[src/rtl/adc_sample_buffer_if.sv]
// Sample stream from the ADC buffer toward the USB transfer logic.
// The buffer is the master (drives data/valid); the consumer drives ready.
interface adc_sample_buffer_if;
    logic [15:0] outputData;
    logic        outputValid;
    logic        outputReady;

    modport master (
        output outputData,
        output outputValid,
        input  outputReady
    );

    modport slave (
        input  outputData,
        input  outputValid,
        output outputReady
    );
endinterface

[src/rtl/adc_sample_buffer.sv]
// Elastic buffer between the ADC converter and the USB transfer interface.
// Captures one sample per clock while collectData is high, optionally
// substituting a ramp test pattern, and drains over a valid/ready stream.
module adc_sample_buffer #(
    parameter int DEPTH_LOG2 = 4
) (
    input  logic                  clock,
    input  logic                  reset,
    input  logic                  collectData,
    input  logic                  testMode,
    input  logic [15:0]           inputData,
    adc_sample_buffer_if.master   usbPort,
    output logic [DEPTH_LOG2:0]   fillLevel,
    output logic                  overflow,
    output logic [31:0]           sampleCount
);
    localparam int DEPTH = 2 ** DEPTH_LOG2;
    localparam logic [DEPTH_LOG2:0] FULL_LEVEL = DEPTH[DEPTH_LOG2:0];

    logic [15:0]           mem [DEPTH];
    logic [DEPTH_LOG2-1:0] wrPtr;
    logic [DEPTH_LOG2-1:0] rdPtr;
    logic [9:0]            tc;
    logic                  collectPrev;

    logic                  readEn;
    logic                  isFull;
    logic                  writeEn;
    logic                  dropEn;
    logic                  captureStart;
    logic [15:0]           pattern;
    logic [15:0]           sampleIn;
    logic [DEPTH_LOG2-1:0] rdPtrNext;
    logic [DEPTH_LOG2:0]   fillNext;
    logic                  headBypass;

    // Handshake decode, source select and next-state arithmetic.
    always_comb begin
        readEn       = usbPort.outputValid & usbPort.outputReady;
        isFull       = (fillLevel == FULL_LEVEL);
        // A full FIFO still accepts when the head leaves in the same cycle.
        writeEn      = collectData & (~isFull | readEn);
        dropEn       = collectData & isFull & ~readEn;
        captureStart = collectData & ~collectPrev;
        // (tc - 512) * 64: subtracting 512 in 10 bits only flips the MSB.
        pattern      = {~tc[9], tc[8:0], 6'b000000};
        sampleIn     = testMode ? pattern : inputData;
        rdPtrNext    = rdPtr + DEPTH_LOG2'(readEn);
        fillNext     = fillLevel + (DEPTH_LOG2 + 1)'(writeEn)
                                 - (DEPTH_LOG2 + 1)'(readEn);
        // The incoming sample becomes the head when nothing else remains.
        headBypass   = writeEn & (fillLevel == (DEPTH_LOG2 + 1)'(readEn));
    end

    // Sample storage; written only when a sample is accepted.
    always_ff @(posedge clock) begin
        if (!reset && writeEn) begin
            mem[wrPtr] <= sampleIn;
        end
    end

    // Pointers, occupancy and the registered head/valid outputs.
    always_ff @(posedge clock) begin
        if (reset) begin
            wrPtr               <= '0;
            rdPtr               <= '0;
            fillLevel           <= '0;
            usbPort.outputValid <= 1'b0;
            usbPort.outputData  <= 16'h0000;
        end else begin
            if (writeEn) begin
                wrPtr <= wrPtr + 1'b1;
            end
            rdPtr               <= rdPtrNext;
            fillLevel           <= fillNext;
            usbPort.outputValid <= (fillNext != '0);
            // Registered read at the look-ahead address keeps the head
            // current without a combinational path from the memory.
            if (headBypass) begin
                usbPort.outputData <= sampleIn;
            end else begin
                usbPort.outputData <= mem[rdPtrNext];
            end
        end
    end

    // Test-pattern counter runs only while capturing, from 0 each capture.
    always_ff @(posedge clock) begin
        if (reset) begin
            tc          <= '0;
            collectPrev <= 1'b0;
        end else begin
            collectPrev <= collectData;
            if (collectData) begin
                tc <= tc + 1'b1;
            end else begin
                tc <= '0;
            end
        end
    end

    // Diagnostics: sticky overflow and accepted count, restarted on capture start.
    always_ff @(posedge clock) begin
        if (reset) begin
            overflow    <= 1'b0;
            sampleCount <= '0;
        end else if (captureStart) begin
            // Clearing wins over a drop; an accepted sample counts afresh.
            overflow    <= 1'b0;
            sampleCount <= {31'd0, writeEn};
        end else begin
            if (dropEn) begin
                overflow <= 1'b1;
            end
            if (writeEn) begin
                sampleCount <= sampleCount + 32'd1;
            end
        end
    end
endmodule

[src/flat_wrapper.sv]
// flat-port wrapper written by rule: the top's interface ports become plain ports
module adc_sample_buffer_flat 
#(
    parameter int DEPTH_LOG2 = 4
)
  (clock, reset, collectData, testMode, inputData, fillLevel, overflow, sampleCount, usbPort_outputData, usbPort_outputValid, usbPort_outputReady);
  adc_sample_buffer_if usbPort_i ();
  input  logic clock;
  input  logic reset;
  input  logic collectData;
  input  logic testMode;
  input  logic [15:0] inputData;
  output logic [DEPTH_LOG2:0] fillLevel;
  output logic overflow;
  output logic [31:0] sampleCount;
  output wire logic [$bits(usbPort_i.outputData)-1:0] usbPort_outputData;
  output wire logic [$bits(usbPort_i.outputValid)-1:0] usbPort_outputValid;
  input wire logic [$bits(usbPort_i.outputReady)-1:0] usbPort_outputReady;
  assign usbPort_outputData = usbPort_i.outputData;
  assign usbPort_outputValid = usbPort_i.outputValid;
  assign usbPort_i.outputReady = usbPort_outputReady;
  adc_sample_buffer #(.DEPTH_LOG2(DEPTH_LOG2)) u_core (.clock(clock), .reset(reset), .collectData(collectData), .testMode(testMode), .inputData(inputData), .usbPort(usbPort_i), .fillLevel(fillLevel), .overflow(overflow), .sampleCount(sampleCount));
endmodule
[config.mk]
export PLATFORM = sky130hd
export DESIGN_NAME = adc_sample_buffer_flat
export DESIGN_NICKNAME = d
export VERILOG_FILES = /design/src/rtl/adc_sample_buffer_if.sv /design/src/rtl/adc_sample_buffer.sv /design/src/flat_wrapper.sv
export SDC_FILE = /design/constraint.sdc
export NUM_CORES = 1
export LEC_CHECK = 0
export CAP_MARGIN = 20
export CORE_AREA = 3 3 156 158
export DETAILED_ROUTE_END_ITERATION = 7
export DIE_AREA = 0 0 159 161
export GPL_ROUTABILITY_DRIVEN = 1
export PLACE_DENSITY = 0.76
export SLEW_MARGIN = 20
export SYNTH_ARGS = -nofsm -noshare
export SYNTH_HDL_FRONTEND = slang
export SYNTH_SLANG_ARGS = --single-unit
[constraint.sdc]
create_clock -name clock -period 4.2 [get_ports clock]
set_clock_uncertainty 0.1 [all_clocks]
set_input_delay 1.26 -clock clock [delete_from_list [all_inputs] [get_ports clock]]
set_output_delay 1.26 -clock clock [all_outputs]
set_load 0.05 [all_outputs]
# ---- Word level (Yosys, flattened, before mapping)
# Memory sizes are Yosys's and may differ from the RTL's.
# Cells that the tools add are included.
# Widths: inputs -> output; s select.
dict set report op_classes {
  addsub 6
  eq_ne 2
  n_mux 6
  n_bitwise 12
  reduce_logical 6
}
# op count
set op_table {}
lappend op_table {{$add 32x1->32 const B} 1}
lappend op_table {{$mux 16} 2}
lappend op_table {{$add 10x1->10 const B} 1}
lappend op_table {{$and 1x1->1} 6}
lappend op_table {{$add 5x1->5} 1}
lappend op_table {{$eq 5x1->1} 1}
lappend op_table {{$eq 5x5->1 const B} 1}
lappend op_table {{$not 1->1} 5}
lappend op_table {{$reduce_bool 5->1} 1}
lappend op_table {{$sub 5x1->5} 1}
lappend op_table {{$add 4x1->4} 1}
lappend op_table {{$add 4x1->4 const B} 1}
lappend op_table {{$mux 1} 4}
lappend op_table {{$reduce_or 2->1} 2}
lappend op_table {{$reduce_bool 2->1} 1}
lappend op_table {{$logic_and 1x1->1} 1}
lappend op_table {{$logic_not 1->1} 1}
lappend op_table {{$or 1x1->1} 1}
dict set report word_totals {
  register_bits 74
  ramBits 256
  out_inout_bits 55
  memories 1
}
# memory depth width read_ports rd_ports_with_merged_regs write_ports line
set mem_list {}
lappend mem_list {u_core.mem 16 16 1 0 1 adc_sample_buffer.sv:20} ;# logic [15:0] mem [DEPTH];

# ---- Longest topological paths before layout
# Gate-level depths: netlist (run 1).
dict set report logic_depth {
  word_depth 7
  depth_mapped 13
  mapped_depth_nobuf 11
}

# ---- Worst setup path before layout (run 1)
# Ideal clock, no wire load.
dict set report synth_timing {
  path_type {input-to-reg}
  startpoint {in reset}
  endpoint {mem u_core.mem[0][0] (enable)}
  setup_ps 409
  arrival_ps 3251
  slack_ps 439
  path_stages 6
  cell_sequence {clkbuf_1 -> nand2b_1 -> clkbuf_1 -> nor2_1 -> nand2_1 -> nor3_1}
}
dict set report synth_between {
  elab_chain_len 4
}
# element line
set synth_rtl {}
lappend synth_rtl {{from (decl)} flat_wrapper.sv:9} ;# input logic reset;
lappend synth_rtl {{$logic_not 1->1} adc_sample_buffer.sv:57} ;# if (!reset && writeEn) begin
lappend synth_rtl {{$logic_and 1x1->1} adc_sample_buffer.sv:57}
lappend synth_rtl {{$mux 1} adc_sample_buffer.sv:57}
lappend synth_rtl {{$mux 1 (implied by the code)} adc_sample_buffer.sv:58} ;# mem[wrPtr] <= sampleIn;
lappend synth_rtl {{to (decl)} adc_sample_buffer.sv:20}
# No other way between the ends.

# ---- Worst setup path after layout (run 1)
dict set report layout_timing {
  startpoint {in usbPort_outputReady}
  endpoint {reg u_core.usbPort.outputData[13]}
}
# element line
set layout_lines {}
lappend layout_lines {{from (decl)} flat_wrapper.sv:18} ;# input wire logic [$bits(usbPort_i.outputReady)-1:0] usbPort_outputReady;
lappend layout_lines {{$and 1x1->1} adc_sample_buffer.sv:39} ;# readEn = usbPort.outputValid & usbPort.outputReady;
lappend layout_lines {{$add 4x1->4} adc_sample_buffer.sv:48} ;# rdPtrNext = rdPtr + DEPTH_LOG2'(readEn);
lappend layout_lines {{via u_core.rdPtrNext[1]} adc_sample_buffer.sv:33} ;# logic [DEPTH_LOG2-1:0] rdPtrNext;
lappend layout_lines {{$mem_v2 16x16} --}
lappend layout_lines {{$mux 16} adc_sample_buffer.sv:79} ;# if (headBypass) begin
lappend layout_lines {{to (signal assigned)} adc_sample_buffer.sv:80} ;# usbPort.outputData <= sampleIn;
lappend layout_lines {{to (signal assigned)} adc_sample_buffer.sv:82} ;# usbPort.outputData <= mem[rdPtrNext];
lappend layout_lines {{to (decl)} adc_sample_buffer_if.sv:9} ;# output outputData,
# The timed path passes the listed nets, and every way through them passes these cells.
# A chain may end at the register's enable or synchronous reset.

==> results of run 1 <==
[layer usage]
metal  track usage  wire length, um  vias to the layer above
li1              -                -                     3226
met1         0.295            11300                     3742
met5             0                0                        -
met3        0.0405             2040                       55
met4        0.0696              685                        0
met2         0.383            14400                      291
[how the worst max path moves through the flow]
stage                        start                             to  slack, ps  cells after the start
5_1_grt        usbPort_outputReady   u_core.usbPort.outputData[2]        600                     10
3_5_place_dp   usbPort_outputReady  u_core.usbPort.outputData[12]        150                     10
3_3_place_gp   usbPort_outputReady  u_core.usbPort.outputData[10]        170                     11
2_1_floorplan                reset               u_core.mem[0][0]        440                      6
6_report       usbPort_outputReady  u_core.usbPort.outputData[13]        730                     10
4_1_cts        usbPort_outputReady  u_core.usbPort.outputData[12]        730                     10
[sequential cells by signal, summed over array words and instances, names as in the netlist]
| register | count |
|---|---|
| u_core.sampleCount | 32 |
| u_core.overflow | 1 |
| u_core.usbPort.outputValid | 1 |
| u_core.collectPrev | 1 |
| u_core.wrPtr | 4 |
| u_core.mem | 256 |
| u_core.rdPtr | 4 |
| u_core.usbPort.outputData | 16 |
| u_core.tc | 10 |
| u_core.fillLevel | 5 |
[worst max-delay path: stages]
cell	delay, ps
clkdlybuf4s50_1	390
nand2_1	130
inv_1	80
ha_2	200
ha_4	390
buf_12	210
mux4_2	520
mux2_2	280
a22oi_1	190
o21ai_0	120
[per-stage QoR]
| stage | instance area [sq um] | util |
|---|---|---|
| 3_3_place_gp | 14500 | 0.622 |
| 5_1_grt | 15500 | 0.665 |
| 2_1_floorplan | 13000 | - |
| 3_5_place_dp | 14500 | 0.622 |
| 6_report | 15500 | 0.665 |
| 4_1_cts | 15500 | 0.665 |
[layout by cell type (no fill, tap or decap), types with 18 or more instances in the layout]
| master | n |
|---|---|
| edfxtp_1 | 256 |
| clkdlybuf4s50_1 | 75 |
| dfxtp_1 | 74 |
| mux4_2 | 64 |
| nor2_1 | 57 |
| buf_4 | 42 |
| clkbuf_16 | 31 |
| mux2_2 | 25 |
| o21ai_0 | 24 |
| xor2_1 | 22 |
| nand3_1 | 20 |
| mux2i_1 | 19 |
| nand2_1 | 18 |
| a21oi_1 | 18 |
[logic make-up (layout without fill, tap and decap cells)]
| kind of cell | count (synthesis) | after routing |
|---|---|---|
| xor+xnor | 36 | 36 |
| compound gates | 64 | 64 |
| fa+ha+maj | 15 | 15 |
| flops | 330 | 330 |
| simple gates | 166 | 166 |
| buf+inv | 52 | 192 |
| mux | 108 | 108 |
[power groups by stage]
stage | clock network [mW] | registers [mW] | logic, mW
6_report | 2.73 | 3.71 | 1.43
5_1_grt | 2.90 | 3.72 | 1.54
4_1_cts | 2.77 | 3.71 | 1.44
3_5_place_dp | 0 | 3.78 | 1.44
3_3_place_gp | 0 | 3.77 | 1.40
2_1_floorplan | 0 | 4.02 | 0.735
[final cells by class]
class,instances,share of cell area
clock buffers,46,0.0583
clock inverters,10,0.00639
inverters,15,0.00364
multi-input cells,389,0.239
flip-flops and latches,330,0.592
well taps,319,0.0258
repair buffers,121,0.0741
[cells in the mapped netlist (all sizes together) (2+ instances only)]
master / n
inv: 15
nand2b: 3
nand4: 15
nor2b: 12
or4: 2
ha: 14
and4bb: 2
nor2: 57
and2: 3
a21oi: 18
nand3: 20
edfxtp: 256
mux4: 64
and4: 3
mux2: 25
a21o: 2
o21ai: 24
or3: 10
a22oi: 15
clkbuf: 17
nor3: 10
xnor2: 13
mux2i: 19
buf: 20
nor4: 3
xor2: 23
dfxtp: 74
nand2: 18
and3: 7
==> impl_metrics.env, run 1 <==
export IMPL_r2r_end="u_core.usbPort.outputData[13]"
export IMPL_synthFlopType="edfxtp_1"
export IMPL_rr_worst_depth=9
export IMPL_grt_pass1_vias=7570
export IMPL_setup_violations=0
export IMPL_clock_root_buffer="clkbuf_16"
export IMPL_fin_ws_ps=732
export IMPL_power_switching_mw=2.02
export IMPL_cts_buffers=31
export IMPL_vias=7314
export IMPL_cts_repair_resized=0
export IMPL_multi_input_area_sq_um=3700
export IMPL_synth_area_sq_um=13000
export IMPL_clock_latency_ps=550
export IMPL_track_usage=0.224
export IMPL_hold_buffers=0
export IMPL_synth_warnings=0
export IMPL_ys_seq_area_frac=0.703
export IMPL_tns_ps=0
export IMPL_avgSynthCellArea_sq_um=16.9
export IMPL_path_max_fanout=16
export IMPL_antenna_found_initial=0
export IMPL_regToRegStartpoint="u_core.usbPort.outputValid"
export IMPL_regToRegSetupSlack_ps=1520
export IMPL_numClockSinks=330
export IMPL_synth_top_family_by_area="multiplexers"
export IMPL_synthArstFlopShare=0
export IMPL_start_util=0.561
export IMPL_area_delta_synth_final_pct=18.7
export IMPL_hold_depth=1
export IMPL_syn_nets=807
export IMPL_p_seq_frac=0.471
export IMPL_synth_edf_count=256
export IMPL_hold_class="flop to flop"
export IMPL_critPathKind="primary input to flop"
export IMPL_fin_nets=924
export IMPL_overflow=0
export IMPL_via_per_inst=5.95
export IMPL_cp_end_kind="flop"
export IMPL_drc=0
export IMPL_muxShareOfSynthArea=0.147
export IMPL_instances_no_fill=1230
export IMPL_dp_hpwl_um=17600
export IMPL_cts_tree="done"
export IMPL_worstSetupStartpointType="primary input"
export IMPL_holdPathEnd="u_core.tc[0]"
export IMPL_synth_xor_area_share=0.0242
export IMPL_grt_pass1_wl_um=44000
export IMPL_drt_iter0_drc=561
export IMPL_num_fill_cells=1573
export IMPL_synth_compound_area_share=0.0290
export IMPL_power_total_mw=7.87
export IMPL_maxCapViolations=0
export IMPL_yosysTopAreaCell="edfxtp_1"
export IMPL_hold_viol_final=0
export IMPL_finalMaxSlewViolations=0
export IMPL_port_buffers=75
export IMPL_core_rowCount=56
export IMPL_status="complete, no violations"
export IMPL_route_detailed_wl_per_inst_um=23.1
export IMPL_power_density_nw_per_um2=509
export IMPL_die_x_um=159
export IMPL_ios=76
export IMPL_postCtsSetupRepairBufs=0
export IMPL_maxSlewHeadroom=0.309
export IMPL_netlist_instances=771
export IMPL_max_clock_freq_ghz=0.288
export IMPL_final_layout_size_suffix_gt1_frac=0.215
export IMPL_crit_arrival_ps=3790
export IMPL_finalCritPeriodShare=0.826
export IMPL_wl_um=28500
export IMPL_p_leak_nw=5.05
export IMPL_ant_nets=0
export IMPL_synth_top_area_share=0.589
export IMPL_cts_path_max_buffers=3
export IMPL_ys_ff_latch=330
export IMPL_p_sw_frac=0.256
export IMPL_cp_required_ps=4520
export IMPL_die_h_um=161
export IMPL_fp_dieArea_sq_um=25600
export IMPL_hp_start="u_core.tc[0]"
export IMPL_p_int_mw=5.86
export IMPL_combPwrFrac=0.182
export IMPL_yosysUniqueCellTypes=44
export IMPL_netlist_top_cells_area="edfxtp_1 59%, dfxtp_1 11%, mux4_2 11%, mux2_2 2.2%, nor2_1 1.6%"
export IMPL_antennaDiodeCount=0
export IMPL_clkPwrFrac=0.346
export IMPL_rsz0062_at_grt="no"
export IMPL_clk_pin_slew_ps=60
export IMPL_dr_pass1_iters=5
export IMPL_h_tree_depth=1
export IMPL_coreArea_sq_um=23300
export IMPL_layout_area_seq_sq_um=9170
export IMPL_dp_cells=1174
export IMPL_worst_pin_slew_ps=1030
export IMPL_grt_max_degree=45
export IMPL_dp_slack_ps=147
export IMPL_ir_worst_vdd_v=0.000522
export IMPL_layout_min_cycle_time_ps=3470
export IMPL_synthAdderAreaFrac=0.0150
export IMPL_synthSimpleGateAreaFrac=0.0649
export IMPL_place_congestion=0.819
export IMPL_fin_hold_ws_ps=368
No activity file was read; power rests on OpenSTA's default activity.
==> run 2: changes to the inputs <==
==> constraint.sdc (replaced) <==
create_clock -name clock -period 3.5 [get_ports clock]
set_clock_uncertainty 0.1 [all_clocks]
set_input_delay 1.05 -clock clock [delete_from_list [all_inputs] [get_ports clock]]
set_output_delay 1.05 -clock clock [all_outputs]
set_load 0.05 [all_outputs]
==> run 2 against run 1 <==
Routed wire length up 3.1%; die area stayed put; via count rose by 1.7%; setup slack worse by 380 ps; highest routed layer unchanged.
==> impl_metrics.env, run 2 (synthesis gave the netlist of run 1 again) <==
export IMPL_status="complete, no violations"
export IMPL_instances_no_fill=1253
export IMPL_num_fill_cells=1516
export IMPL_hold_depth=1
export IMPL_holdPathEnd="u_core.tc[0]"
export IMPL_hold_viol_final=0
export IMPL_numClockSinks=330
export IMPL_core_rowCount=56
export IMPL_die_x_um=159
export IMPL_r2r_end="u_core.mem[15][8]"
export IMPL_die_h_um=161
export IMPL_cts_repair_resized=0
export IMPL_final_common_cell="edfxtp_1"
export IMPL_route_detailed_wl_per_inst_um=23.4
export IMPL_place_congestion=0.846
export IMPL_ir_worst_vdd_v=0.000579
export IMPL_port_buffers=75
export IMPL_cts_path_max_buffers=3
export IMPL_crit_arrival_ps=3470
export IMPL_grt_max_degree=22
export IMPL_grt_pass1_wl_um=44700
export IMPL_largest_reg_flops=256
export IMPL_start_util=0.561
export IMPL_clock_latency_ps=540
export IMPL_track_usage=0.229
export IMPL_finalMaxSlewViolations=0
export IMPL_crit_start="usbPort_outputReady"
export IMPL_layout_min_cycle_time_ps=3150
export IMPL_multi_input_area_sq_um=3710
export IMPL_mostFrequentLayoutCells="256 x edfxtp_1, 75 x clkdlybuf4s50_1, 74 x dfxtp_1, 64 x mux4_2, 57 x nor2_1"
export IMPL_antenna_found_initial=0
export IMPL_dp_cells=1196
export IMPL_fp_dieArea_sq_um=25600
export IMPL_regToRegSetupSlack_ps=920
export IMPL_final_layout_size_suffix_gt1_frac=0.231
export IMPL_layout_area_seq_sq_um=9170
export IMPL_dr_pass1_iters=5
export IMPL_critPathKind="primary input to flop"
export IMPL_ios=76
export IMPL_maxSlewHeadroom=0.306
export IMPL_worst_pin_slew_ps=1040
export IMPL_crit_chain="clkdlybuf4s50_1, nand2_1, inv_1, ha_2, ha_4, buf_12, mux4_2, mux2_2, a22oi_1, o21ai_0"
export IMPL_rr_worst_depth=8
export IMPL_hold_class="flop to flop"
export IMPL_fin_hold_ws_ps=382
export IMPL_clk_pin_slew_ps=70
export IMPL_worstSetupStartpointType="primary input"
export IMPL_cpPeakStageDelay_ps=520
export IMPL_top_regs="u_core.mem: 256 flops, u_core.sampleCount: 32 flops, u_core.usbPort.outputData: 16 flops"
export IMPL_top_register="u_core.mem"
export IMPL_rsz0062_at_grt="no"
export IMPL_clock_root_buffer="clkbuf_16"
export IMPL_fin_nets=946
export IMPL_path_max_fanout=11
export IMPL_via_per_inst=5.93
export IMPL_grt_pass1_vias=7741
export IMPL_h_tree_depth=1
export IMPL_postCtsSetupRepairBufs=0
export IMPL_maxCapViolations=0
export IMPL_finalCritPeriodShare=0.900
export IMPL_vias=7435
export IMPL_overflow=0
export IMPL_cts_tree="done"
export IMPL_max_clock_freq_ghz=0.317
export IMPL_drt_iter0_drc=618
export IMPL_cts_buffers=31
export IMPL_drc=0
export IMPL_dp_hpwl_um=18900
export IMPL_power_density_nw_per_um2=597
export IMPL_hold_buffers=0
export IMPL_setup_violations=0
export IMPL_regToRegStartpoint="u_core.fillLevel[2]"
export IMPL_area_delta_synth_final_pct=20.4
export IMPL_wl_um=29300
export IMPL_crit_slowest_cell="mux4_2"
export IMPL_antennaDiodeCount=0
export IMPL_coreArea_sq_um=23300
export IMPL_p_leak_nw=5.16
export IMPL_ant_nets=0
export IMPL_hp_start="u_core.tc[0]"
export IMPL_cp_end_kind="flop"
export IMPL_cp_required_ps=3820
run 2: changes by cell type in the layout (fill, tap and decap cells not counted), sizes merged:
cell and delta:
bufinv -1, clkinv +1, buf +22, clkbuf +1
run 2: worst max path at each step:
| stage | end | depth (start not counted) | slack, ps |
|---|---|---|---|
| global placement | u_core.usbPort.outputData[8] | 10 | -100 |
| finish | u_core.usbPort.outputData[10] | 10 | 350 |
| CTS | u_core.usbPort.outputData[10] | 10 | 370 |
| global route | u_core.usbPort.outputData[1] | 10 | 270 |
| detailed placement | u_core.usbPort.outputData[1] | 10 | -190 |
| floorplan | u_core.usbPort.outputData[10] | 10 | 20 |
run 2: layout make-up:
class | count | area share
sequential | 330 | 0.584
clock buffer | 47 | 0.0545
timing repair buffer | 143 | 0.0915
clock inverter | 10 | 0.00502
multi-input combinational | 389 | 0.236
inverter | 15 | 0.00359
tap | 319 | 0.0254
run 2: where the power goes:
group	total [mW]	internal, mW	switching (mW)
Sequential	4.46	4.37	0.0925
Combinational	1.80	0.786	1.01
Clock	3.11	1.76	1.36
run 2: metal layers:
metal | part of all wire | vias up | global-route usage
met5 | 0 | - | 0
met4 | 0.033 | 0 | 0.0820
met3 | 0.072 | 62 | 0.0354
met2 | 0.50 | 328 | 0.393
met1 | 0.40 | 3751 | 0.302
li1 | - | 3294 | -
run 2: through the flow:
step           utilization  total power [mW]  area (sq um)  worst slack (ps)  setup TNS (ps)
3_5_place_dp         0.635              6.34         14800              -185           -1930
5_1_grt              0.675              9.70         15700               268               0
6_report             0.675              9.38         15700               349               0
4_1_cts              0.675              9.42         15700               367               0
2_1_floorplan            -              5.70         13100              18.7               0
3_3_place_gp         0.635              6.28         14800              -104           -1170
run 2: worst max-delay path: cells and delay by family:
family / cells / cell delay [ps]
muxes: 2 / 800
buffers and inverters: 3 / 640
adders and majority gates: 2 / 540
AOI/OAI and AO/OA: 2 / 320
and+or+nand+nor: 1 / 100
